$ cat src/rtl/hd_vector_gen.sv
// hd_vector_gen: stimulus generator for the Hamming-distance miter flow.
// Enumerates every WIDTH-bit error mask of a programmed weight in increasing
// numeric order and emits (a = base, b = base ^ mask) on a valid/ready stream.
//
// Ports:
//   clk, rst            clock, asynchronous active-high reset
//   start, base, weight run request (sampled in IDLE), reference word, distance
//   abort               synchronous cancel of a run
//   out_valid/out_ready stream handshake
//   out_a, out_b, out_hd pair payload and its Hamming distance
//   busy, done, err     run active, end-of-run pulse, illegal-weight pulse
//   count               pairs accepted in the current or last run
module hd_vector_gen #(
    parameter int unsigned WIDTH  = 18,
    parameter int unsigned MAX_HD = 4,
    parameter int unsigned CNT_W  = 16
) (
    input  logic             clk,
    input  logic             rst,
    input  logic             start,
    input  logic [WIDTH-1:0] base,
    input  logic [2:0]       weight,
    input  logic             abort,
    output logic             out_valid,
    input  logic             out_ready,
    output logic [WIDTH-1:0] out_a,
    output logic [WIDTH-1:0] out_b,
    output logic [2:0]       out_hd,
    output logic             busy,
    output logic             done,
    output logic             err,
    output logic [CNT_W-1:0] count
);

    localparam int unsigned IDX_W = (WIDTH > 1) ? $clog2(WIDTH) : 1;
    localparam int unsigned SH_W  = $clog2(WIDTH + 1);

    typedef enum logic [1:0] {
        IDLE = 2'd0,
        GEN  = 2'd1,
        DONE = 2'd2
    } state_e;

    state_e           state_q;
    logic [WIDTH-1:0] a_q;
    logic [WIDTH-1:0] b_q;
    logic [2:0]       hd_q;
    logic             valid_q;
    logic             busy_q;
    logic             done_q;
    logic             err_q;
    logic [CNT_W-1:0] count_q;

    logic [WIDTH-1:0] mask_c;
    logic [WIDTH-1:0] lowbit_c;
    logic [WIDTH-1:0] ripple_c;
    logic [WIDTH-1:0] next_mask_d;
    logic [WIDTH-1:0] first_mask_c;
    logic [WIDTH-1:0] last_mask_c;
    logic [IDX_W-1:0] lsb_idx_c;
    logic             legal_c;
    logic             last_c;
    logic             fire_c;

    // The current mask is recovered from the payload registers, so it needs no storage of its own.
    assign mask_c = a_q ^ b_q;

    // Weight must be non-zero and fit both the distance limit and the word.
    assign legal_c = (weight != 3'd0) && (32'(weight) <= MAX_HD) && (32'(weight) <= WIDTH);

    // Lowest mask of a weight is its ones packed at the bottom; highest is packed at the top.
    assign first_mask_c = ~({WIDTH{1'b1}} << weight);
    assign last_mask_c  = (~({WIDTH{1'b1}} << hd_q)) << (SH_W'(WIDTH) - SH_W'(hd_q));
    assign last_c       = (mask_c == last_mask_c);

    assign fire_c = valid_q & out_ready;

    // Index of the lowest set mask bit; replaces the divide in Gosper's step with a shift.
    always_comb begin
        lsb_idx_c = '0;
        for (int i = int'(WIDTH) - 1; i >= 0; i--) begin
            if (mask_c[i]) begin
                lsb_idx_c = IDX_W'(i);
            end
        end
    end

    // Gosper successor: next larger integer with the same popcount.
    assign lowbit_c    = mask_c & (~mask_c + WIDTH'(1));
    assign ripple_c    = mask_c + lowbit_c;
    assign next_mask_d = ripple_c | (((ripple_c ^ mask_c) >> 2) >> lsb_idx_c);

    // Control FSM and all registered outputs.
    always_ff @(posedge clk or posedge rst) begin
        if (rst) begin
            state_q <= IDLE;
            a_q     <= '0;
            b_q     <= '0;
            hd_q    <= '0;
            valid_q <= 1'b0;
            busy_q  <= 1'b0;
            done_q  <= 1'b0;
            err_q   <= 1'b0;
            count_q <= '0;
        end else begin
            done_q <= 1'b0;
            err_q  <= 1'b0;
            case (state_q)
                IDLE: begin
                    if (start) begin
                        if (legal_c) begin
                            a_q     <= base;
                            b_q     <= base ^ first_mask_c;
                            hd_q    <= weight;
                            count_q <= '0;
                            valid_q <= 1'b1;
                            busy_q  <= 1'b1;
                            state_q <= GEN;
                        end else begin
                            err_q <= 1'b1;
                        end
                    end
                end
                GEN: begin
                    // Abort wins over a coincident handshake; that pair is not counted.
                    if (abort) begin
                        valid_q <= 1'b0;
                        busy_q  <= 1'b0;
                        state_q <= IDLE;
                    end else if (fire_c) begin
                        count_q <= count_q + CNT_W'(1);
                        if (last_c) begin
                            valid_q <= 1'b0;
                            done_q  <= 1'b1;
                            state_q <= DONE;
                        end else begin
                            b_q <= a_q ^ next_mask_d;
                        end
                    end
                end
                DONE: begin
                    busy_q  <= 1'b0;
                    state_q <= IDLE;
                end
                default: begin
                    valid_q <= 1'b0;
                    busy_q  <= 1'b0;
                    state_q <= IDLE;
                end
            endcase
        end
    end

    assign out_valid = valid_q;
    assign out_a     = a_q;
    assign out_b     = b_q;
    assign out_hd    = hd_q;
    assign busy      = busy_q;
    assign done      = done_q;
    assign err       = err_q;
    assign count     = count_q;

endmodule
$ cat config.mk
export PLATFORM = sky130hd
export DESIGN_NAME = hd_vector_gen
export DESIGN_NICKNAME = d
export VERILOG_FILES = /design/src/rtl/hd_vector_gen.sv
export SDC_FILE = /design/constraint.sdc
export NUM_CORES = 1
export LEC_CHECK = 0
export CAP_MARGIN = 20
export CORE_UTILIZATION = 55
export CTS_CLUSTER_SIZE = 24
export DETAILED_ROUTE_END_ITERATION = 7
export DONT_BUFFER_PORTS = 1
export GPL_ROUTABILITY_DRIVEN = 0
export PLACE_DENSITY = 0.69
export SYNTH_ARGS = -nofsm -noshare
export SYNTH_HDL_FRONTEND = slang
export SYNTH_SLANG_ARGS = --single-unit
export TNS_END_PERCENT = 20
$ cat constraint.sdc
create_clock -name clk -period 4.5 [get_ports clk]
set_clock_uncertainty 0.15 [all_clocks]
set_input_delay 0.9 -clock clk [delete_from_list [all_inputs] [get_ports clk]]
set_output_delay 0.9 -clock clk [all_outputs]
set_load 0.01 [all_outputs]
==> summary.md <==
| Metric | Value |
|---|---|
| Worst EP arrival | approximately 4200 ps |
| Net Count, Synth | 856 |
| Worst Setup SP | out_a[7] |
| Routed length per placed instance | 21.11 um |
| H-tree depth | 3 |
| Largest area contributor in the netlist | sky130_fd_sc_hd__dfrtp_1 |
| Pwr dens | 852.9 nW/um^2 |
| Final worst-path cycle share | 0.9254 |
| Avg Vias per Cell | 7.021 |
| Via count of the first global-routing pass | 6246 |
| Max-Slew Margin vs Limit | 0.3130 |
| # clock sinks | 61 |
| Root buf cell | sky130_fd_sc_hd__clkbuf_8 |
| Initial core utilization | 0.5667 |
| Total power after layout | 0.005648 W |
| Data required time of the critical path | 4570 ps |
| CP Capture Type | flip-flop |
| # hold bufs at CTS | 0 |
| Setup violators final | 0 |
| Critical-path maximum fanout | 8 |
| Measured slew at the worst slew-check pin | 1023 ps |
| Maximum number of pins on one net before global-route repair | 44 |
| Initial antenna violation count | 0 |
| Number of DRC violations after detailed-routing iteration 0 | 1021 |
| Most used DFF post-synth | sky130_fd_sc_hd__dfrtp_1 |
| Total count of hold-check failures in the final report | 0 |
| Worst vdd rail ir drop | 0.0004167 V |
| RSZ-0062 raised after global routing | false |
| Antenna diode instance count | 0 |
| Critical Path Source Type | flip-flop |
| Global-route total usage across every layer | 0.3609 |
| Fraction of post-synthesis cell area in the top cell type by area | 0.2474 |
| Number of standard-cell rows in the floorplan | 38 |
| Sequential area share after synthesis | 0.2474 |
| Number of distinct library cell variants in the gate-level netlist after synthesis | 85 |
| Cell area after synthesis | just over 6000 um^2 |
| Final worst setup slack | roughly 340 ps |
| Number of post-CTS setup repair buffers | 0 |
| Latest clock arrival within the worst-skew pair | 350 ps |
| Total DRC errors in the routed layout | 0 |
| Die extent in x | 107.9 um |
| Max Cap Violations | 0 |
| Avg Inst Size Synth | 7.497 um^2 |
| Layout area overhead | 7.341% |
| CTS tree | yes |
| Number of gates resized after cts | 0 |
| Most frequently used cell type in the post-synthesis netlist | sky130_fd_sc_hd__nand2_1 |
| Path type of the worst min-delay path | reg2reg |
| Achievable clock frequency | around 240 MHz |
| I/O Buffers | 0 |
| Clock-pin slew on the worst setup and hold paths | 60 ps |
| Number of warnings reported in the yosys synthesis log | 0 |
| Most common library cells after synthesis | sky130_fd_sc_hd__nand2_1, sky130_fd_sc_hd__nor2_1, sky130_fd_sc_hd__dfrtp_1 |
| Total clock buffers created by CTS | 9 |
| Share of final-layout standard cells stronger than drive strength 1 | 0.1090 |
| Total number of nets in the final design | approximately 860 |
| Estimated wirelength of the detail-placed design | 15350 um |
| HP Start | state_q[1] |
| Clock Path Buffers | 2 |
| Number of enable-type register cells in the synthesized netlist | 0 |
| Status | complete, no violations |
| I/O pins | 85 |
| Top area cells in the synthesized netlist | sky130_fd_sc_hd__dfrtp_1, sky130_fd_sc_hd__nand2_1, sky130_fd_sc_hd__xor2_1, sky130_fd_sc_hd__a21oi_1, sky130_fd_sc_hd__o21ai_0 |
| Gate count after technology mapping | 823 |
| Design Area, Final | about 6600 um^2 |
| Die Span Y | 107.9 um |
| End-of-flow core utilization | 0.6083 |
| Flop and latch count out of synthesis | 61 |
| Final max-slew violation count | 0 |
| Placed cell areas | between 6000 and 7000 um^2 |
| Class of the most critical setup path | reg2reg |
| Leakage component of the power | about 2.7 nW |
| Wire length of the first global-routing pass | ~33000 um |
| Core area | 10890 um^2 |
| Total overflow reported by the global router | 0 |
| Vias post-DR | 6782 |
| Summed negative setup slack over all endpoints | 0 ps |
| Asr flop ratio synth | 1.000 |
| Pre-Repair DR Iteration Count | 8 |
| Setup slack at placement | 505.3 ps |
| Die area | ~12000 um^2 |
| Min cycle time layout | between 4000 and 5000 ps |
| Post-DRT Antenna Nets | 0 |
| Routed wire length | 20390 um |
| Crit Reg-Reg Startpoint | out_a[7] |
worst paths after layout:
path / endpoint / slack, ps / depth (start not counted)
setup / recovery: out_b[7] / 340 / 10
setup reg to reg: out_b[7] / 340 / 10
max in group asynchronous: out_b[1] / 2930 / 2
min in group asynchronous: out_a[16] / 470 / 1
hold / removal: busy / 370 / 1
hold reg to reg: busy / 370 / 1
layer usage:
layer / wire, um / vias to the layer above / GRT usage
li1: - / 3057 / -
met3: 2465 / 62 / 0.1029
met2: 9090 / 469 / 0.5508
met1: 8172 / 3194 / 0.4792
met4: 665 / 0 / 0.1458
met5: 0 / - / 0
layout by cell type, fill, tap and decap left out, drive strengths merged, types with 4 or more instances in the layout:
cell type	netlist	routed
xnor2	35	35
o21ai	58	58
a31oi	8	8
a32oi	4	4
a21o	6	6
o22ai	4	4
nand4	18	18
o32ai	6	6
o211ai	16	16
buf	13	41
mux2	7	7
and3	8	8
nor2	69	69
or4	4	4
nand2	121	121
a2111oi	4	4
o31ai	6	6
a22oi	4	4
a211oi	17	17
or2	4	4
a21oi	58	58
inv	14	14
o221ai	5	5
or3	10	10
xor2	36	36
mux2i	16	16
nand3	38	38
a311oi	4	4
and2	9	9
nor3	26	26
nor2b	6	6
dfrtp	61	61
clkbuf	39	12
nand2b	5	5
ha	7	7
nor4	20	20
through the flow:
step	hold WS [ps]	cells
2_1_floorplan	299.8	823
3_3_place_gp	335.8	952
3_5_place_dp	350.1	952
4_1_cts	367.5	966
5_1_grt	384.2	966
6_report	367.5	966
cell families after synthesis:
kind of cell / share of synthesized area
AO/OA/AOI/OAI: 0.2683
XOR/XNOR: 0.1093
adder cells (fa/ha/maj): 0.01420
buffers and inverters: 0.04340
flip-flops: 0.2474
multiplexers: 0.04238
AND/OR/NAND/NOR: 0.2750
worst max-delay path: stages (launching register included):
cell and delay (ps):
sky130_fd_sc_hd__dfrtp_1 500, sky130_fd_sc_hd__xor2_1 330, sky130_fd_sc_hd__nor4_2 670, sky130_fd_sc_hd__nand2_1 420, sky130_fd_sc_hd__o211ai_1 540, sky130_fd_sc_hd__a22o_1 320
sky130_fd_sc_hd__a2bb2o_4 270, sky130_fd_sc_hd__mux2_2 260, sky130_fd_sc_hd__o221ai_1 310, sky130_fd_sc_hd__xnor2_1 180, sky130_fd_sc_hd__o211ai_2 90
report_power, final:
group / leakage (nW) / internal, W / switching, W
clock network: 0.0923 / 0.000264 / 0.000213
logic: 1.79 / 0.00155 / 0.00260
registers: 0.778 / 0.000678 / 0.000341
total: 2.66 / 0.00249 / 0.00316
state kept, by name (all words and copies together), names as in the netlist:
| register | flops |
|---|---|
| out_a | 18 |
| out_valid | 1 |
| out_b | 18 |
| count | 16 |
| done | 1 |
| out_hd | 3 |
| busy | 1 |
| err | 1 |
| state_q | 2 |
area by class of cell:
cell class | instances | area [um^2]
well taps | 140 | 175.2
repair buffers | 41 | 307.8
multi-input cells | 695 | 4377
clock buffers | 12 | 145.1
flip-flops and latches | 61 | 1526
fillers | 988 | 4265
clock inverters | 2 | 35.03
inverters | 15 | 56.30
(Power assumes the default switching activity.)
